## src/rtl/cordic_seq_ctrl_if.sv

```systemverilog
// Handshake and data bundle for cordic_seq_ctrl: angle in on the valid/ready input side,
// cos/sin/err out on the valid/ready output side, plus a busy status.
interface cordic_seq_ctrl_if;
  logic        in_valid;
  logic        in_ready;
  logic [31:0] angle;
  logic        out_valid;
  logic        out_ready;
  logic [31:0] cos_out;
  logic [31:0] sin_out;
  logic        out_err;
  logic        busy;

  modport master (
    output in_valid, angle, out_ready,
    input  in_ready, out_valid, cos_out, sin_out, out_err, busy
  );

  modport slave (
    input  in_valid, angle, out_ready,
    output in_ready, out_valid, cos_out, sin_out, out_err, busy
  );
endinterface

```

## src/rtl/cordic_seq_ctrl.sv

```systemverilog
// Iterative rotation-mode CORDIC: one Q2.30 angle in, ITER micro-rotations (one per clock), cos/sin out.
// Define CORDIC_GAIN_COMP_EN to preload x with K (true cos/sin); otherwise results carry the 1/K gain.
module cordic_seq_ctrl #(
  parameter int ITER = 16
) (
  input logic              clk,
  input logic              rst,
  cordic_seq_ctrl_if.slave bus
);

`ifdef CORDIC_GAIN_COMP_EN
  localparam logic [31:0] X0 = 32'h26DD3B6A;
`else
  localparam logic [31:0] X0 = 32'h40000000;
`endif
  localparam logic [32:0] HALF_PI = 33'h0_6487ED51;
  localparam logic [4:0]  I_LAST  = 5'(ITER - 1);

  typedef enum logic [1:0] {
    IDLE,
    RUN,
    DONE
  } state_e;

  state_e      state_q;
  logic [31:0] x_q, y_q, z_q;
  logic [4:0]  i_q;
  logic        err_q;
  logic [31:0] cos_q, sin_q;
  logic        out_valid_q;
  logic        in_ready_q;
  logic        busy_q;

  logic [31:0] x_d, y_d, z_d;
  logic [31:0] x_sh, y_sh, atan_i;
  logic [32:0] ang_mag;
  logic        ang_err;

  // round(atan(2^-i) * 2^30); past i=10 the value is just 2^(30-i)
  function automatic logic [31:0] atan_rom(input logic [4:0] idx);
    case (idx)
      5'd0:  atan_rom = 32'h3243F6A9;
      5'd1:  atan_rom = 32'h1DAC6705;
      5'd2:  atan_rom = 32'h0FADBAFD;
      5'd3:  atan_rom = 32'h07F56EA7;
      5'd4:  atan_rom = 32'h03FEAB77;
      5'd5:  atan_rom = 32'h01FFD55C;
      5'd6:  atan_rom = 32'h00FFFAAC;
      5'd7:  atan_rom = 32'h007FFF55;
      5'd8:  atan_rom = 32'h003FFFEB;
      5'd9:  atan_rom = 32'h001FFFFD;
      5'd10: atan_rom = 32'h00100000;
      5'd11: atan_rom = 32'h00080000;
      5'd12: atan_rom = 32'h00040000;
      5'd13: atan_rom = 32'h00020000;
      5'd14: atan_rom = 32'h00010000;
      5'd15: atan_rom = 32'h00008000;
      5'd16: atan_rom = 32'h00004000;
      5'd17: atan_rom = 32'h00002000;
      5'd18: atan_rom = 32'h00001000;
      5'd19: atan_rom = 32'h00000800;
      5'd20: atan_rom = 32'h00000400;
      5'd21: atan_rom = 32'h00000200;
      5'd22: atan_rom = 32'h00000100;
      5'd23: atan_rom = 32'h00000080;
      5'd24: atan_rom = 32'h00000040;
      5'd25: atan_rom = 32'h00000020;
      5'd26: atan_rom = 32'h00000010;
      5'd27: atan_rom = 32'h00000008;
      5'd28: atan_rom = 32'h00000004;
      5'd29: atan_rom = 32'h00000002;
      default: atan_rom = 32'h00000000;
    endcase
  endfunction

  always_comb begin
    x_sh   = $signed(x_q) >>> i_q;
    y_sh   = $signed(y_q) >>> i_q;
    atan_i = atan_rom(i_q);
    x_d    = x_q;
    y_d    = y_q;
    z_d    = z_q;
    // Negative residual angle rotates clockwise (d = -1)
    if (z_q[31]) begin
      x_d = x_q + y_sh;
      y_d = y_q - x_sh;
      z_d = z_q + atan_i;
    end else begin
      x_d = x_q - y_sh;
      y_d = y_q + x_sh;
      z_d = z_q - atan_i;
    end
  end

  // 33-bit magnitude so that 0x80000000 does not wrap back to a small value
  assign ang_mag = bus.angle[31] ? (33'd0 - {1'b1, bus.angle}) : {1'b0, bus.angle};
  assign ang_err = (ang_mag > HALF_PI);

  always_ff @(posedge clk or posedge rst) begin
    if (rst) begin
      state_q     <= IDLE;
      x_q         <= '0;
      y_q         <= '0;
      z_q         <= '0;
      i_q         <= '0;
      err_q       <= 1'b0;
      cos_q       <= '0;
      sin_q       <= '0;
      out_valid_q <= 1'b0;
      in_ready_q  <= 1'b1;
      busy_q      <= 1'b0;
    end else begin
      case (state_q)
        IDLE: begin
          if (bus.in_valid) begin
            x_q        <= X0;
            y_q        <= '0;
            z_q        <= bus.angle;
            i_q        <= '0;
            err_q      <= ang_err;
            in_ready_q <= 1'b0;
            busy_q     <= 1'b1;
            state_q    <= RUN;
          end
        end
        RUN: begin
          x_q <= x_d;
          y_q <= y_d;
          z_q <= z_d;
          i_q <= i_q + 5'd1;
          if (i_q == I_LAST) begin
            cos_q       <= err_q ? 32'h0 : x_d;
            sin_q       <= err_q ? 32'h0 : y_d;
            out_valid_q <= 1'b1;
            state_q     <= DONE;
          end
        end
        DONE: begin
          if (bus.out_ready) begin
            out_valid_q <= 1'b0;
            in_ready_q  <= 1'b1;
            busy_q      <= 1'b0;
            state_q     <= IDLE;
          end
        end
        default: begin
          out_valid_q <= 1'b0;
          in_ready_q  <= 1'b1;
          busy_q      <= 1'b0;
          state_q     <= IDLE;
        end
      endcase
    end
  end

  assign bus.in_ready  = in_ready_q;
  assign bus.out_valid = out_valid_q;
  assign bus.cos_out   = cos_q;
  assign bus.sin_out   = sin_q;
  assign bus.out_err   = err_q;
  assign bus.busy      = busy_q;

endmodule
```

## src/flat_wrapper.sv

```systemverilog
// flat-port wrapper written by rule: the top's interface ports become plain ports
module cordic_seq_ctrl_flat 
#(
  parameter int ITER = 16
)
  (clk, rst, bus_in_valid, bus_angle, bus_out_ready, bus_in_ready, bus_out_valid, bus_cos_out, bus_sin_out, bus_out_err, bus_busy);
  cordic_seq_ctrl_if bus_i ();
  input logic clk;
  input logic rst;
  input wire logic [$bits(bus_i.in_valid)-1:0] bus_in_valid;
  input wire logic [$bits(bus_i.angle)-1:0] bus_angle;
  input wire logic [$bits(bus_i.out_ready)-1:0] bus_out_ready;
  output wire logic [$bits(bus_i.in_ready)-1:0] bus_in_ready;
  output wire logic [$bits(bus_i.out_valid)-1:0] bus_out_valid;
  output wire logic [$bits(bus_i.cos_out)-1:0] bus_cos_out;
  output wire logic [$bits(bus_i.sin_out)-1:0] bus_sin_out;
  output wire logic [$bits(bus_i.out_err)-1:0] bus_out_err;
  output wire logic [$bits(bus_i.busy)-1:0] bus_busy;
  assign bus_i.in_valid = bus_in_valid;
  assign bus_i.angle = bus_angle;
  assign bus_i.out_ready = bus_out_ready;
  assign bus_in_ready = bus_i.in_ready;
  assign bus_out_valid = bus_i.out_valid;
  assign bus_cos_out = bus_i.cos_out;
  assign bus_sin_out = bus_i.sin_out;
  assign bus_out_err = bus_i.out_err;
  assign bus_busy = bus_i.busy;
  cordic_seq_ctrl #(.ITER(ITER)) u_core (.clk(clk), .rst(rst), .bus(bus_i));
endmodule
```

## config.mk

```make
export PLATFORM = sky130hd
export DESIGN_NAME = cordic_seq_ctrl_flat
export DESIGN_NICKNAME = d
export VERILOG_FILES = /design/src/rtl/cordic_seq_ctrl_if.sv /design/src/rtl/cordic_seq_ctrl.sv /design/src/flat_wrapper.sv
export SDC_FILE = /design/constraint.sdc
export NUM_CORES = 1
export LEC_CHECK = 0
export ABC_AREA = 1
export BUFFER_PORTS_ARGS = -buffer_cell sky130_fd_sc_hd__buf_2
export CORE_ASPECT_RATIO = 0.7
export CORE_MARGIN = 4
export CORE_UTILIZATION = 41
export DETAILED_ROUTE_END_ITERATION = 12
export GPL_TIMING_DRIVEN = 1
export PLACE_DENSITY = 0.57
export SYNTH_ARGS = -nofsm -noshare
export SYNTH_HDL_FRONTEND = slang
export SYNTH_SLANG_ARGS = --single-unit
```

## constraint.sdc

```tcl
create_clock -name clk -period 5.2 [get_ports clk]
set_input_delay 0.78 -clock clk [delete_from_list [all_inputs] [get_ports clk]]
set_output_delay 0.78 -clock clk [all_outputs]
set_load 0.005 [all_outputs]
```

==> results.cfg <==
[final_layout]
area_growth_pct = 12.2
final_common_cell = nand2_1
drive_above_1_share_pct = 10.1
nets = 3383
final_cell_mix = nand2_1 (997), nand3_1 (365), inv_1 (286)
fillCellCount = 4948
n_antenna_cell = 0
instances_no_fill = 3841

[global_route]
grt_start_max_net_pins = 97
gr-usage-all-layers_pct = 30.3
grt_pass1_wl_um = 119000
antenna_found_initial = 0
overflow = 0
grt_pass1_vias = 19800

[status]
status = finished, final reports clean

[logic_synthesis]
synth_nets = 3279
ys_seq_elements = 171
synth_top_area_share_pct = 22.2
yosysSeqAreaShare_pct = 22.4
synth_enable_flop_cells = 0
synth_top_area_cell = dfrtp_1
synth_area_per_cell_sq_um = 6.13
yosys.cell_types.count = 54
synth_cells = 3121
async_flop_share_pct = 100
netlist_area_sq_um = 19100
ys_top_cells_by_area = dfrtp_1 (22%), nand2_1 (20%), nand3_1 (9.6%)
yosysWarningCount = 0
ys.flop_type = dfrtp_1

[timing]
setup_violations = 0
slew_viol_final = 0
min_period_ps = 4990
skew_ps = 16.0
finalHoldViolations = 0
fmax_ghz = 0.201
rsz0062_at_grt = true
slew_headroom_pct = 30.9
finalCritPeriodShare_pct = 95.9
tightest_slew_ps = 1040

[job]
cap_violations = 0

[critical_path]
crit_path_end_kind = flip-flop
cp_slowest_stage_delay_ps = 460
cpMaxStageDelayCell = dfrtp_2
reg2reg_depth = 28
cp-start-kind = flip-flop
cpMostUsedCell = buf_4
crit_type = flip-flop to flip-flop
r2r_start = u_core.i_q[0]$_DFFE_PP0P_
cp.arrival_ps = 5410
crit_required_ps = 5620
timing.rr.end = u_core.z_q[31]$_DFFE_PP0P_
critPathMaxFanout = 36
reg2reg_slack_ps = 210

[clock_network]
clk_pin_slew_ps = 80
cts_root_buffer = clkbuf_16
clock_latency_ps = 480
cts_buffer_depth = 2
cts.sinks = 171
cts_tree = built
cts-buffers-inserted = 17
h-tree-depth = 4

[route]
final_antenna_net_count = 0
vias = 21800
routed-wl-met2_um = 29800
drt-met1-wl_um = 39500
drt-pass1-iter-count = 9
wl_met3_um = 7230
vias_per_cell = 5.68
drtIter0Drc = 2978
wl_per_cell_um = 20.3
drc = 0
wl_um = 77800
topRoutingLayerUsed = met5

[min_path]
hold_class = input pin to asynchronous set/reset pin

[placed_design]
io_buffers = 103
dp_hpwl_um = 61600
dp_cells = 3800
gp_congestion = 0.984

[die]
die_h_um = 189
row_count = 65
core_sq_um = 45500
initial_utilization_pct = 42.0
dieArea_sq_um = 50200
io_pins = 104
fp.dieW_um = 266
## synth_stat cells (9+ instances only)
cell type / instances
nor2_1: 256
nor3_1: 32
nand2_1: 1000
xor2_1: 99
a31oi_1: 13
or2_2: 22
a21oi_1: 151
nand3b_1: 11
nor2_2: 9
nand3_1: 366
dfrtp_1: 170
nand4_1: 32
xnor2_1: 51
ha_1: 119
o211ai_1: 14
buf_1: 20
inv_1: 289
clkbuf_1: 55
o31ai_1: 10
buf_2: 31
o21ai_0: 224
a32o_1: 22
o22ai_1: 14
## cell type report
class                   instances  area [sq um]  share of cell area, %
clock buffers                  21           460                   2.15
clock inverters                11           160                  0.746
inverters                     295          1110                   5.19
multi-input cells            2535         13300                   62.2
flip-flops and latches        171          4280                   20.0
well taps                     603           754                   3.52
repair buffers                205          1350                   6.27
## critical path, delay by kind of cell, from the launching register on
family,cells,cell delay (ps)
AO/OA/AOI/OAI,6,1140
XOR/XNOR,1,160
AND/OR/NAND/NOR,11,1450
adder cells (fa/ha/maj),2,500
buffers and inverters,8,1200
flip-flops,1,460
## registers in the layout, indices dropped and copies added, names as in the netlist
signal	flops
u_core.bus.busy	1
u_core.bus.cos_out	32
u_core.bus.in_ready	1
u_core.bus.out_err	1
u_core.bus.out_valid	1
u_core.bus.sin_out	32
u_core.i_q	5
u_core.state_q	2
u_core.x_q	32
u_core.y_q	32
u_core.z_q	32
## repair_timing
action	in CTS	in global routing
setup endpoints to repair	2	47
endpoints found under the hold margin	0	0
hold buffers	0	0
pin swaps	0	8
setup buffers	0	9
gates resized for setup	1	40
## metal layers
metal / up-vias / global-route usage, %
li1: 10500 / -
met1: 10300 / 48.6
met2: 879 / 40.8
met3: 65 / 6.59
met4: 2 / 5.72
met5: - / 0
## worst max path at each step
stage                               from                    endpoint  depth (start not counted)  slack [ps]
4_1_cts        u_core.i_q[1]$_DFFE_PP0P_  u_core.z_q[30]$_DFFE_PP0P_                         32         100
3_3_place_gp   u_core.i_q[1]$_DFFE_PP0P_  u_core.z_q[29]$_DFFE_PP0P_                         27          70
5_1_grt        u_core.i_q[1]$_DFFE_PP0P_  u_core.y_q[31]$_DFFE_PP0P_                         31         -60
6_report       u_core.i_q[0]$_DFFE_PP0P_  u_core.z_q[31]$_DFFE_PP0P_                         28         210
2_1_floorplan  u_core.i_q[0]$_DFFE_PP0P_  u_core.z_q[26]$_DFFE_PP0P_                         32        1040
3_5_place_dp   u_core.i_q[1]$_DFFE_PP0P_  u_core.z_q[29]$_DFFE_PP0P_                         27           4
## through the flow
| step | TNS [ps] | cell area (sq um) | hold WS (ps) | util, % | setup WS, ps |
|---|---|---|---|---|---|
| floorplan | 0 | 19100 | 455 | - | 1040 |
| detailed placement | 0 | 20600 | 460 | 45.2 | 4.18 |
| global placement | 0 | 20600 | 460 | 45.2 | 68.0 |
| CTS | 0 | 21200 | 429 | 46.6 | 105 |
| global route | -170 | 21500 | 472 | 47.1 | -56.5 |
| finish | 0 | 21500 | 431 | 47.1 | 215 |
## kinds of logic (layout without fill, tap and decap cells)
group	Yosys count	count (layout)	share of synthesized area, %
fa+ha+maj	122	122	8.10
compound gates	507	507	15.3
xor+xnor	150	150	6.87
buf+inv	415	532	8.79
simple gates	1756	1756	38.6
flops	171	171	22.4
Power is not shown: default switching activity piles up to over one toggle a cycle in this logic, so the estimate is an artifact.
